### config.mk
export PLATFORM = sky130hd
export DESIGN_NAME = recip_nr_flat
export DESIGN_NICKNAME = d
export VERILOG_FILES = /design/src/rtl/recip_nr_if.sv /design/src/rtl/recip_nr.sv /design/src/flat_wrapper.sv
export SDC_FILE = /design/constraint.sdc
export NUM_CORES = 1
export LEC_CHECK = 0
export BUFFER_PORTS_ARGS = -buffer_cell sky130_fd_sc_hd__buf_2
export CELL_PAD_IN_SITES_DETAIL_PLACEMENT = 0
export CELL_PAD_IN_SITES_GLOBAL_PLACEMENT = 1
export CORE_ASPECT_RATIO = 1.25
export CORE_MARGIN = 2
export CORE_UTILIZATION = 44
export CTS_CLUSTER_DIAMETER = 30
export DETAILED_ROUTE_END_ITERATION = 8
export PLACE_DENSITY = 0.8
export SLEW_MARGIN = 25
export SYNTH_ARGS = -nofsm -noshare
export SYNTH_HDL_FRONTEND = slang
export SYNTH_SLANG_ARGS = --single-unit
### constraint.sdc
create_clock -name clk -period 8.1 [get_ports clk]
set_clock_uncertainty 0.1 [all_clocks]
set_input_delay 0 -clock clk [delete_from_list [all_inputs] [get_ports clk]]
set_output_delay 0 -clock clk [all_outputs]
set_load 0.005 [all_outputs]
### src/rtl/recip_nr_if.sv
// Operand/result handshake bundle for the Newton-Raphson reciprocal refiner.
// slave = refiner side, master = producer/consumer side.
`timescale 1ns/1ps
interface recip_nr_if #(
    parameter int NSIG = 11
) ();
    logic            in_valid;
    logic            in_ready;
    logic [NSIG-1:0] in_mant;
    logic            out_valid;
    logic            out_ready;
    logic [NSIG+1:0] result;

    modport slave  (input  in_valid, in_mant, out_ready,
                    output in_ready, out_valid, result);
    modport master (output in_valid, in_mant, out_ready,
                    input  in_ready, out_valid, result);
endinterface

### src/rtl/recip_nr.sv
// Sequential Newton-Raphson reciprocal refiner (x <- x*(2 - d*x)) on one shared multiplier.
// Optional RECIP_NR_POW2_BYPASS_EN: d = 1.0 skips the iterations and finishes straight from SEED.
`timescale 1ns/1ps
module recip_nr #(
    parameter int NEXP  = 5,
    parameter int NSIG  = 11,
    parameter int NITER = 2
) (
    input  logic            clk,
    input  logic            rst_n,
    recip_nr_if.slave       bus,
    output logic [9:0]      lut_idx,
    input  logic [NSIG+1:0] seed_in
);
    localparam int FW = NSIG - 1;   // stored fraction of d
    localparam int XW = NSIG + 2;   // x, Q1.(NSIG+1)
    localparam int EW = NSIG + 3;   // e, Q2.(NSIG+1)
    localparam int PW = XW + EW;

    localparam logic [XW-1:0] X_ONE = {1'b1, {(NSIG+1){1'b0}}};
    localparam logic [EW-1:0] E_TWO = {2'b10, {(NSIG+1){1'b0}}};
    localparam logic [PW-1:0] P_ONE = PW'(X_ONE);

    if (NITER < 1 || NITER > 3 || NEXP < 1 || NSIG < 11) begin : g_bad_cfg
        $error("recip_nr: unsupported parameter set");
    end

    typedef enum logic [2:0] {IDLE, SEED, MUL_E, MUL_X, DONE} state_t;

    state_t         state, state_nx;
    logic [FW-1:0]  frac;
    logic [XW-1:0]  x;
    logic [EW-1:0]  e;
    logic [1:0]     cnt;
    logic           accept, last_iter, bypass, sel_d;
    logic [EW-1:0]  mul_a, e_nx;
    logic [PW-1:0]  prod, xq;
    logic [XW-1:0]  x_nx;

    assign accept    = bus.in_valid && bus.in_ready;
    assign last_iter = (cnt == 2'(NITER - 1));

`ifdef RECIP_NR_POW2_BYPASS_EN
    assign bypass = (frac == '0);
`else
    assign bypass = 1'b0;
`endif

    always_ff @(posedge clk or negedge rst_n) begin
        if (!rst_n) state <= IDLE;
        else        state <= state_nx;
    end

    always_comb begin
        state_nx = state;
        case (state)
            IDLE:    if (accept) state_nx = SEED;
            SEED:    state_nx = bypass ? DONE : MUL_E;
            MUL_E:   state_nx = MUL_X;
            MUL_X:   state_nx = last_iter ? DONE : MUL_E;
            DONE:    if (bus.out_ready) state_nx = IDLE;
            default: state_nx = IDLE;
        endcase
    end

    always_comb begin
        bus.in_ready  = (state == IDLE);
        bus.out_valid = (state == DONE);
        sel_d         = (state == MUL_E);
    end

    // Shared multiplier: d*x in MUL_E, x*e in MUL_X.
    always_comb begin
        mul_a = sel_d ? EW'({1'b1, frac}) : e;
        prod  = PW'(mul_a) * PW'(x);
        e_nx  = E_TWO - EW'(prod >> (NSIG - 1));
        xq    = prod >> (NSIG + 1);
        x_nx  = (xq > P_ONE) ? X_ONE : XW'(xq);
    end

    always_ff @(posedge clk or negedge rst_n) begin
        if (!rst_n) begin
            frac <= '0;
            x    <= '0;
            e    <= '0;
            cnt  <= '0;
        end else begin
            if (accept) frac <= FW'(bus.in_mant);
            case (state)
                SEED: begin
                    x   <= bypass ? X_ONE : seed_in;
                    cnt <= '0;
                end
                MUL_E: e <= e_nx;
                MUL_X: begin
                    x <= x_nx;
                    if (!last_iter) cnt <= cnt + 2'd1;
                end
                default: ;
            endcase
        end
    end

    assign lut_idx    = 10'(frac >> (FW - 10));
    assign bus.result = x;
endmodule

### src/flat_wrapper.sv
// flat-port wrapper written by rule: the top's interface ports become plain ports
module recip_nr_flat 
#(
    parameter int NEXP  = 5,
    parameter int NSIG  = 11,
    parameter int NITER = 2
)
  (clk, rst_n, lut_idx, seed_in, bus_in_valid, bus_in_mant, bus_out_ready, bus_in_ready, bus_out_valid, bus_result);
  recip_nr_if #(.NSIG(NSIG)) bus_i ();
  input  logic clk;
  input  logic rst_n;
  output logic [9:0] lut_idx;
  input  logic [NSIG+1:0] seed_in;
  input wire logic [$bits(bus_i.in_valid)-1:0] bus_in_valid;
  input wire logic [$bits(bus_i.in_mant)-1:0] bus_in_mant;
  input wire logic [$bits(bus_i.out_ready)-1:0] bus_out_ready;
  output wire logic [$bits(bus_i.in_ready)-1:0] bus_in_ready;
  output wire logic [$bits(bus_i.out_valid)-1:0] bus_out_valid;
  output wire logic [$bits(bus_i.result)-1:0] bus_result;
  assign bus_i.in_valid = bus_in_valid;
  assign bus_i.in_mant = bus_in_mant;
  assign bus_i.out_ready = bus_out_ready;
  assign bus_in_ready = bus_i.in_ready;
  assign bus_out_valid = bus_i.out_valid;
  assign bus_result = bus_i.result;
  recip_nr #(.NEXP(NEXP), .NSIG(NSIG), .NITER(NITER)) u_core (.clk(clk), .rst_n(rst_n), .bus(bus_i), .lut_idx(lut_idx), .seed_in(seed_in));
endmodule
==> results.ini, run 1 <==
[synthesis]
synth-edff-count=0
synth_ff_type=dfrtp_1
synthDistinctLibCells=65
synth_top_area_share_pct=31.1
synthTopCellsByCount=181 x inv_1, 156 x nand2_1, 131 x fa_1
netlist_top_cells_area=fa_1 31%, dfrtp_1 12%, ha_1 10%
async_flop_share_pct=100
synth_nets=1214
synth-seq-cells=42
synth_top_area_cell=fa_1
synth_area_um2=8420
syn_inst=985
ys_warn_count=0
avgSynthCellArea_um2=8.55
synth.most_common_cell=inv_1
yosysSeqAreaShare_pct=12.5

[cts]
cts_buffer_depth=2
tritoncts=yes
root_buffer=clkbuf_16
numCtsBuffers=5
htree_levels=2
numClockSinks=42
path_clk_slew_ns=0.07
clock_latency_ns=0.30

[worst_setup_path]
crit_arrival_ns=7.62
crit_path_end_kind=register
crit_required_ns=8.19
crit_start=u_core.state[2]
cp-start-kind=register
crit_type=reg2reg
critPathMostFrequentCell=fa_1
critPathMaxStageDelay_ns=0.53
crit_slowest_cell=fa_1
r2r-start=u_core.state[2]
crit_fanout=12

[sta]
hold_viol=0
finalCriticalPeriod_ns=7.53
max-slew-margin-rel_pct=32.9
period_share_pct=92.9
grt_setup_unrepaired=false
drv_slew=0
finalSetupViolCount=0
clock.fmax_ghz=0.133
finalSetupTns_ns=0
max_slew.worst_pin.slew_ns=1.00

[cells_and_area]
antenna_cells=0
syn2layout_area_growth_pct=10.5
drive_above_1_share_pct=11.1
fill_cells=1859
nets=1270

[floorplan]
std_cell_rows=56
fp.dieW_um=128
die_h_um=159
initial_utilization_pct=44.8
core_um2=18800
io_pins=53
die-area_um2=20300

[drt]
vias=6996
drt_iter0_drc=334
drt_pre_antenna_iters=4
wirelength_mm=22.3
viasPerCell=5.49
antenna_left=0
wire_per_inst_um=17.5
drc=0

[placed_design]
dp_hpwl_mm=17.9
portBuffers=51
place.gp.congestion=0.892

[grt]
track_usage_pct=23.6
grt_pass1_wl_mm=37.6
antenna_found_initial=0
overflow=0
grt_pass1_vias=7327
grt_max_degree=43

[run_status]
outcome=complete, no violations

[min_path]
hp-start=seed_in[10]
hp-class=in2reg

[run]
cap_viol_max_count=0

==> metal layers <==
metal / track usage [%] / up-vias / share of wire, %
met1: 30.4 / 3562 / 43
met5: 0 / - / 0
met2: 43.2 / 159 / 52
met3: 2.39 / 33 / 3.2
met4: 5.13 / 0 / 1.8
li1: - / 3242 / -
==> state kept, by name, indices dropped and copies added, names as in the netlist <==
signal / count
u_core.e: 14
u_core.bus.result: 13
u_core.lut_idx: 10
u_core.state: 3
u_core.cnt: 2
==> cells in the final DEF (no fill, tap or decap), types with 4 or more instances in the layout <==
cell / Yosys / routed
o21a_1: 7 / 7
o21ai_0: 21 / 21
nor2b_1: 4 / 4
buf_4: 0 / 26
clkbuf_16: 0 / 5
nor3b_1: 13 / 13
inv_1: 181 / 181
nor3_1: 11 / 11
ha_1: 70 / 70
dlygate4sd3_1: 0 / 16
dfrtp_1: 42 / 42
mux2_2: 11 / 11
fa_1: 131 / 131
xor2_1: 7 / 7
o21ai_1: 11 / 11
a31oi_1: 5 / 5
nor2_1: 28 / 28
o31ai_1: 4 / 4
and3_1: 27 / 27
a21o_1: 11 / 11
and2_1: 71 / 71
buf_2: 1 / 50
nand2_1: 156 / 156
a21oi_1: 33 / 33
nand3_1: 20 / 20
xnor2_1: 11 / 11
==> cells by family after synthesis <==
logic type / after synthesis / share of synthesized area (%)
simple gates: 358 / 21.9
compound gates: 127 / 10.0
fa+ha+maj: 201 / 41.5
buf+inv: 224 / 10.1
xor+xnor: 18 / 1.87
flops: 42 / 12.5
mux: 15 / 2.14
==> path summary, 6_finish.rpt <==
check / end / slack, ns / depth (start not counted)
setup / recovery: u_core.e[11] / 0.57 / 26
hold / removal: u_core.bus.result[10] / 0.003 / 4
setup reg to reg: u_core.e[11] / 0.57 / 26
hold reg to reg: u_core.e[4] / 0.38 / 2
max in group asynchronous: u_core.e[0] / 7.34 / 2
min in group asynchronous: u_core.lut_idx[9] / 0.14 / 2
==> cell type report <==
class                   count  area, µm²  area share [%]
flip-flops and latches     42       1050            11.3
well taps                 232        290            3.12
inverters                 181        679            7.30
repair buffers             92        606            6.51
clock inverters             3       27.5           0.296
clock buffers               5        125            1.35
multi-input cells         719       6520            70.1
==> worst max-delay path: cells and delay by family (launching register included) <==
| family | cells | cell delay (ns) |
|---|---|---|
| flops | 1 | 0.47 |
| xor+xnor | 1 | 0.13 |
| compound gates | 5 | 1.53 |
| simple gates | 8 | 1.69 |
| buf+inv | 6 | 0.67 |
| fa+ha+maj | 6 | 2.82 |
==> what timing repair did <==
item / 4_1_cts / 5_1_grt
buffers inserted: 0 / 3
setup endpoints to repair: 0 / 2
endpoints found under the hold margin: 57 / 0
resized for setup: 0 / 0
hold buffers: 16 / 0
==> per-stage QoR <==
step | area, µm² | instances | util, % | worst slack, ns | hold slack (ns)
global route | 9300 | 1274 | 49.5 | 0.139 | 0.0360
finish | 9300 | 1274 | 49.5 | 0.574 | 0.00258
floorplan | 8420 | 985 | - | 1.09 | -0.396
CTS | 9270 | 1271 | 49.4 | 0.418 | 0.00554
detailed placement | 8960 | 1247 | 47.7 | 0.465 | 0.135
global placement | 8960 | 1247 | 47.7 | 0.609 | 0.131
Power of run 1 is left out: the tool's default activity adds up to more than one toggle a clock period on the data nets, which glitch-free logic cannot reach.
==> run 2, diff against run 1 <==
==> constraint.sdc (replaced) <==
create_clock -name clk -period 7.5 [get_ports clk]
set_clock_uncertainty 0.1 [all_clocks]
set_input_delay 0 -clock clk [delete_from_list [all_inputs] [get_ports clk]]
set_output_delay 0 -clock clk [all_outputs]
set_load 0.005 [all_outputs]
==> run 2 against run 1 <==
First-iteration DRC count decreased by 13%. Clock-buffer cell count unchanged. Critical endpoint unchanged. Hold slack about the same.
==> results.ini, run 2 (synthesized netlist as in run 1, its figures left out) <==
[drt]
drc=0  ; unchanged
wirelength_mm=22.9  ; +2.3%
vias=6997  ; +0.014%
antenna_left=0  ; unchanged
drt_pre_antenna_iters=5  ; +1
drt_iter0_drc=289  ; -13%
viasPerCell=5.42  ; -1.2%
wire_per_inst_um=17.7  ; +1.1%

[cells_and_area]
top_register=u_core.e
layout_commonest_cell=inv_1
syn2layout_area_growth_pct=12.3
final_cell_mix=181 x inv_1, 152 x nand2_1, 131 x fa_1, 71 x and2_1, 70 x ha_1
largest_reg_flops=14  ; unchanged
multi_input_area_um2=6560  ; +0.52%
antenna_cells=0  ; unchanged
regArea_um2=1050  ; unchanged
drive_above_1_share_pct=13.2  ; +2.1 points
fill_cells=1824  ; -1.9%
nets=1286  ; +1.3%

[run]
cap_viol_max_count=0  ; unchanged

[grt]
met2_usage_pct=42.7  ; -0.53 points
grt_pass1_vias=7276  ; -0.70%
antenna_found_initial=0  ; unchanged
grtUsageMet3_pct=2.45  ; +0.067 points
track_usage_pct=24.2  ; +0.55 points
grt_max_degree=30  ; -30%
grt_busiest_layer=met2
grt_pass1_wl_mm=37.8  ; +0.51%
met1_usage_pct=30.5  ; +0.10 points
overflow=0  ; unchanged

[sta]
finalSetupViolCount=0  ; unchanged
drv_slew=0  ; unchanged
grt_setup_unrepaired=false
hold_viol=0  ; unchanged
period_share_pct=95.7  ; +2.7 points
finalCriticalPeriod_ns=7.17  ; -0.351 ns
max_slew.worst_pin.slew_ns=0.670  ; -0.335 ns
max-slew-margin-rel_pct=55.4  ; +22 points
finalSetupTns_ns=0  ; unchanged
clock.fmax_ghz=0.139  ; +4.9%

[placed_design]
dp_hpwl_mm=18.9  ; +5.7%
place.gp.congestion=0.870  ; -2.5%
portBuffers=51  ; unchanged

[worst_setup_path]
worstReg2RegEnd=u_core.e[11]
r2r-start=u_core.state[2]
r2r_slack_ns=0.33  ; -0.25 ns
crit_path_end_kind=register
cp-start-kind=register
cp.buffers_inverters=5  ; -1
crit_required_ns=7.59  ; -0.60 ns
crit_fanout=21  ; +9
crit_arrival_ns=7.27  ; -0.35 ns
crit_type=reg2reg
critPathMaxStageDelay_ns=0.54  ; about the same
path_delay_family=adder cells
crit_slowest_cell=fa_1
reg2reg_depth=25  ; -3.8%
critPathMostFrequentCell=fa_1

[floorplan]
fp.dieW_um=128  ; unchanged
core_um2=18800  ; unchanged
io_pins=53  ; unchanged
die-area_um2=20300  ; unchanged
initial_utilization_pct=44.8  ; unchanged
std_cell_rows=56  ; unchanged
die_h_um=159  ; unchanged

[min_path]
min_path_cells=4  ; unchanged
hp-class=in2reg
hp-start=seed_in[1]
hold_end=u_core.bus.result[1]

[cts]
numClockSinks=42  ; unchanged
root_buffer=clkbuf_16
htree_levels=2  ; unchanged
tritoncts=yes
path_clk_slew_ns=0.07  ; about the same
clock_latency_ns=0.30  ; about the same
numCtsBuffers=5  ; unchanged
cts_buffer_depth=2  ; unchanged

[run_status]
outcome=complete, no violations

-- run 2: stage by stage --
stage	worst slack, ns	utilization [%]	hold slack (ns)	std cells	instance area [µm²]
after global routing	0.0243	50.3	0.0331	1290	9450
after detailed placement	0.201	48.5	-0.121	1266	9120
after floorplan	0.487	-	-0.396	985	8420
final	0.325	50.3	0.00272	1290	9450
after global placement	0.234	48.4	0.120	1265	9100
after CTS	0.157	50.1	0.00236	1289	9410
-- run 2: worst max-delay path by stage --
stage / end / from / slack [ns] / cells after the start
floorplan: u_core.bus.result[4] / u_core.state[2] / 0.49 / 26
global placement: u_core.bus.result[6] / u_core.state[2] / 0.23 / 25
detailed placement: u_core.bus.result[5] / u_core.state[2] / 0.20 / 25
CTS: u_core.bus.result[5] / u_core.state[2] / 0.16 / 25
global route: u_core.e[11] / u_core.state[2] / 0.02 / 25
finish: u_core.e[11] / u_core.state[2] / 0.33 / 25
-- run 2: timing repair --
action,4_1_cts,5_1_grt
endpoints found under the hold margin,56,0
gates resized for setup,0,8
setup buffers,0,1
endpoints found under the setup margin,0,19
hold buffers,15,0
-- run 2: layout make-up --
cell class / count / area share (%)
timing repair buffer: 108 / 7.76
clock buffer: 5 / 1.32
sequential: 42 / 11.1
clock inverter: 3 / 0.199
inverter: 181 / 7.19
multi-input combinational: 719 / 69.3
tap: 232 / 3.07
-- run 2: worst register-to-register path, delay by kind of cell, from the launching register on --
family | cells | cell delay [ns]
adder cells (fa/ha/maj) | 6 | 2.87
XOR/XNOR | 1 | 0.13
flip-flops | 1 | 0.47
AND/OR/NAND/NOR | 9 | 1.88
AO/OA/AOI/OAI | 4 | 1.22
buffers and inverters | 5 | 0.39
-- run 2: per-layer routing --
layer / up-vias / routed length [µm]
li1: 3270 / -
met1: 3507 / 9580
met2: 170 / 11400
met3: 50 / 896
met4: 0 / 987
met5: - / 0
Power of run 2 is left out for the same reason.
==> run 3, diff against run 2 <==
--- a/config.mk
+++ b/config.mk
@@ -5,7 +5,6 @@
 export SDC_FILE = /design/constraint.sdc
 export NUM_CORES = 1
 export LEC_CHECK = 0
-export BUFFER_PORTS_ARGS = -buffer_cell sky130_fd_sc_hd__buf_2
 export CELL_PAD_IN_SITES_DETAIL_PLACEMENT = 0
 export CELL_PAD_IN_SITES_GLOBAL_PLACEMENT = 1
 export CORE_ASPECT_RATIO = 1.25
@@ -13,7 +12,8 @@
 export CORE_UTILIZATION = 44
 export CTS_CLUSTER_DIAMETER = 30
 export DETAILED_ROUTE_END_ITERATION = 8
-export PLACE_DENSITY = 0.8
+export DONT_BUFFER_PORTS = 1
+export PLACE_DENSITY = 0.77
 export SLEW_MARGIN = 25
 export SYNTH_ARGS = -nofsm -noshare
 export SYNTH_HDL_FRONTEND = slang
==> run 3 against run 2 <==
Final area down 1.3%. Largest cell class unchanged. Clock-buffer cell count rose by 1. Register-to-register slack is essentially flat. Sequential cell count stayed put. Worst setup slack improved by 0.014 ns. Critical path depth unchanged. Final cell count decreased by 3.0%.
==> results.ini, run 3 (synthesized netlist as in run 1, its figures left out) <==
[sta]
hold_viol=0  ; unchanged
max-slew-margin-rel_pct=48.5  ; -6.9 points
max_slew.worst_pin.slew_ns=0.773  ; +0.104 ns
clock.fmax_ghz=0.140  ; +0.19%
grt_setup_unrepaired=false
finalSetupViolCount=0  ; unchanged
finalSetupTns_ns=0  ; unchanged
period_share_pct=95.5  ; -0.18 points
drv_slew=0  ; unchanged
finalCriticalPeriod_ns=7.16  ; -0.0137 ns

[worst_setup_path]
worstReg2RegEnd=u_core.bus.result[1]
r2r-start=u_core.state[2]
crit_path_end_kind=register
crit_required_ns=7.62  ; +0.03 ns
r2r_slack_ns=0.34  ; about the same
reg2reg_depth=25  ; unchanged
critPathMostFrequentCell=fa_1
cp.buffers_inverters=6  ; +1
critPathMaxStageDelay_ns=0.55  ; about the same
path_delay_family=adder cells
cp_num_cells=25  ; unchanged
crit_arrival_ns=7.28  ; about the same
crit_slowest_cell=fa_1
crit_type=reg2reg
cp-start-kind=register
crit_fanout=18  ; -14%

[placed_design]
place.gp.congestion=0.947  ; +8.8%
portBuffers=0  ; -100%
placed_area_um2=8880  ; -2.6%
dp_hpwl_mm=19.5  ; +3.5%
dp_cells=1217  ; -3.9%

[cells_and_area]
regArea_um2=1050  ; unchanged
nets=1247  ; -3.0%
syn2layout_area_growth_pct=10.8
final_cell_mix=181 x inv_1, 152 x nand2_1, 131 x fa_1, 71 x and2_1, 70 x ha_1
top_register=u_core.e
layout_commonest_cell=inv_1
final_area_um2=9330  ; -1.3%
largest_reg_flops=14  ; unchanged
antenna_cells=0  ; unchanged
drive_above_1_share_pct=8.54  ; -4.7 points
stdcell_count=1251  ; -3.0%
multi_input_area_um2=6530  ; -0.36%
fill_cells=1853  ; +1.6%

[cts]
tritoncts=yes
clock_latency_ns=0.29  ; about the same
root_buffer=clkbuf_16
path_clk_slew_ns=0.07  ; about the same
numClockSinks=42  ; unchanged
htree_levels=2  ; unchanged
post-cts-setup-buffer-count=0  ; unchanged
cts_buffer_depth=2  ; unchanged
numCtsBuffers=5  ; unchanged

[drt]
viasPerCell=5.50  ; +1.3%
wirelength_mm=24.1  ; +5.3%
vias=6876  ; -1.7%
antenna_left=0  ; unchanged
drc=0  ; unchanged
wire_per_inst_um=19.2  ; +8.6%
drt_iter0_drc=302  ; +4.5%
drt_pre_antenna_iters=6  ; +1

[min_path]
hp-start=seed_in[8]
hold_end=u_core.bus.result[8]
hp-class=in2reg
min_path_cells=3  ; -1

[grt]
track_usage_pct=25.0  ; +0.80 points
overflow=0  ; unchanged
antenna_found_initial=0  ; unchanged
grt_pass1_vias=7295  ; +0.26%
grt_pass1_wl_mm=38.9  ; +3.0%
grt_max_degree=43  ; +43%

[run_status]
outcome=complete, no violations

[floorplan]
die_h_um=159  ; unchanged
die-area_um2=20300  ; unchanged
initial_utilization_pct=44.8  ; unchanged
core_um2=18800  ; unchanged
io_pins=53  ; unchanged
fp.dieW_um=128  ; unchanged
std_cell_rows=56  ; unchanged

[run]
cap_viol_max_count=0  ; unchanged

run 3: cell count changes in the layout (fill, tap and decap cells not counted), moves of 2 or more:
cell,previous run,this run
nor3_2,3,1
clkinv_2,2,0
buf_2,51,0
nor3_1,9,11
dlygate4sd3_1,15,25
run 3: worst max-delay path by stage:
| stage | from | endpoint | slack (ns) |
|---|---|---|---|
| 2_1_floorplan | u_core.state[2] | u_core.bus.result[4] | 0.49 |
| 3_3_place_gp | u_core.state[2] | u_core.bus.result[12] | 0.40 |
| 3_5_place_dp | u_core.state[2] | u_core.e[11] | 0.28 |
| 4_1_cts | u_core.state[2] | u_core.e[11] | 0.28 |
| 5_1_grt | u_core.state[2] | u_core.bus.result[2] | 0.01 |
| 6_report | u_core.state[2] | u_core.bus.result[1] | 0.34 |
run 3: metal layers:
layer | global-route usage [%] | part of all wire, %
met1 | 30.8 | 42
met2 | 46.0 | 52
met3 | 3.60 | 3.7
met4 | 6.23 | 2.6
met5 | 0 | 0
run 3: final cells by class:
cell class | instances | share of cell area [%]
well taps | 232 | 3.11
clock inverters | 2 | 0.402
inverters | 181 | 7.28
clock buffers | 6 | 1.38
repair buffers | 69 | 6.57
flip-flops and latches | 42 | 11.3
multi-input cells | 719 | 70.0
run 3: tightest hold or removal path, delay by kind of cell:
kind | cells | cell delay [ns]
and+or+nand+nor | 1 | 0.21
AOI/OAI and AO/OA | 2 | 0.18
run 3: repair_timing:
item                                    4_1_cts  5_1_grt
resized for setup                             0        4
hold buffers                                 26        0
endpoints found under the hold margin        66        0
endpoints found under the setup margin        0       15
run 3: metrics by stage:
stage | utilization (%) | worst slack (ns) | hold WS [ns]
finish | 49.7 | 0.339 | 0.0312
global route | 49.7 | 0.0147 | 0.0775
CTS | 49.6 | 0.277 | 0.00892
detailed placement | 47.3 | 0.283 | -0.394
global placement | 47.3 | 0.405 | -0.394
floorplan | - | 0.487 | -0.396
Power of run 3 is left out for the same reason.
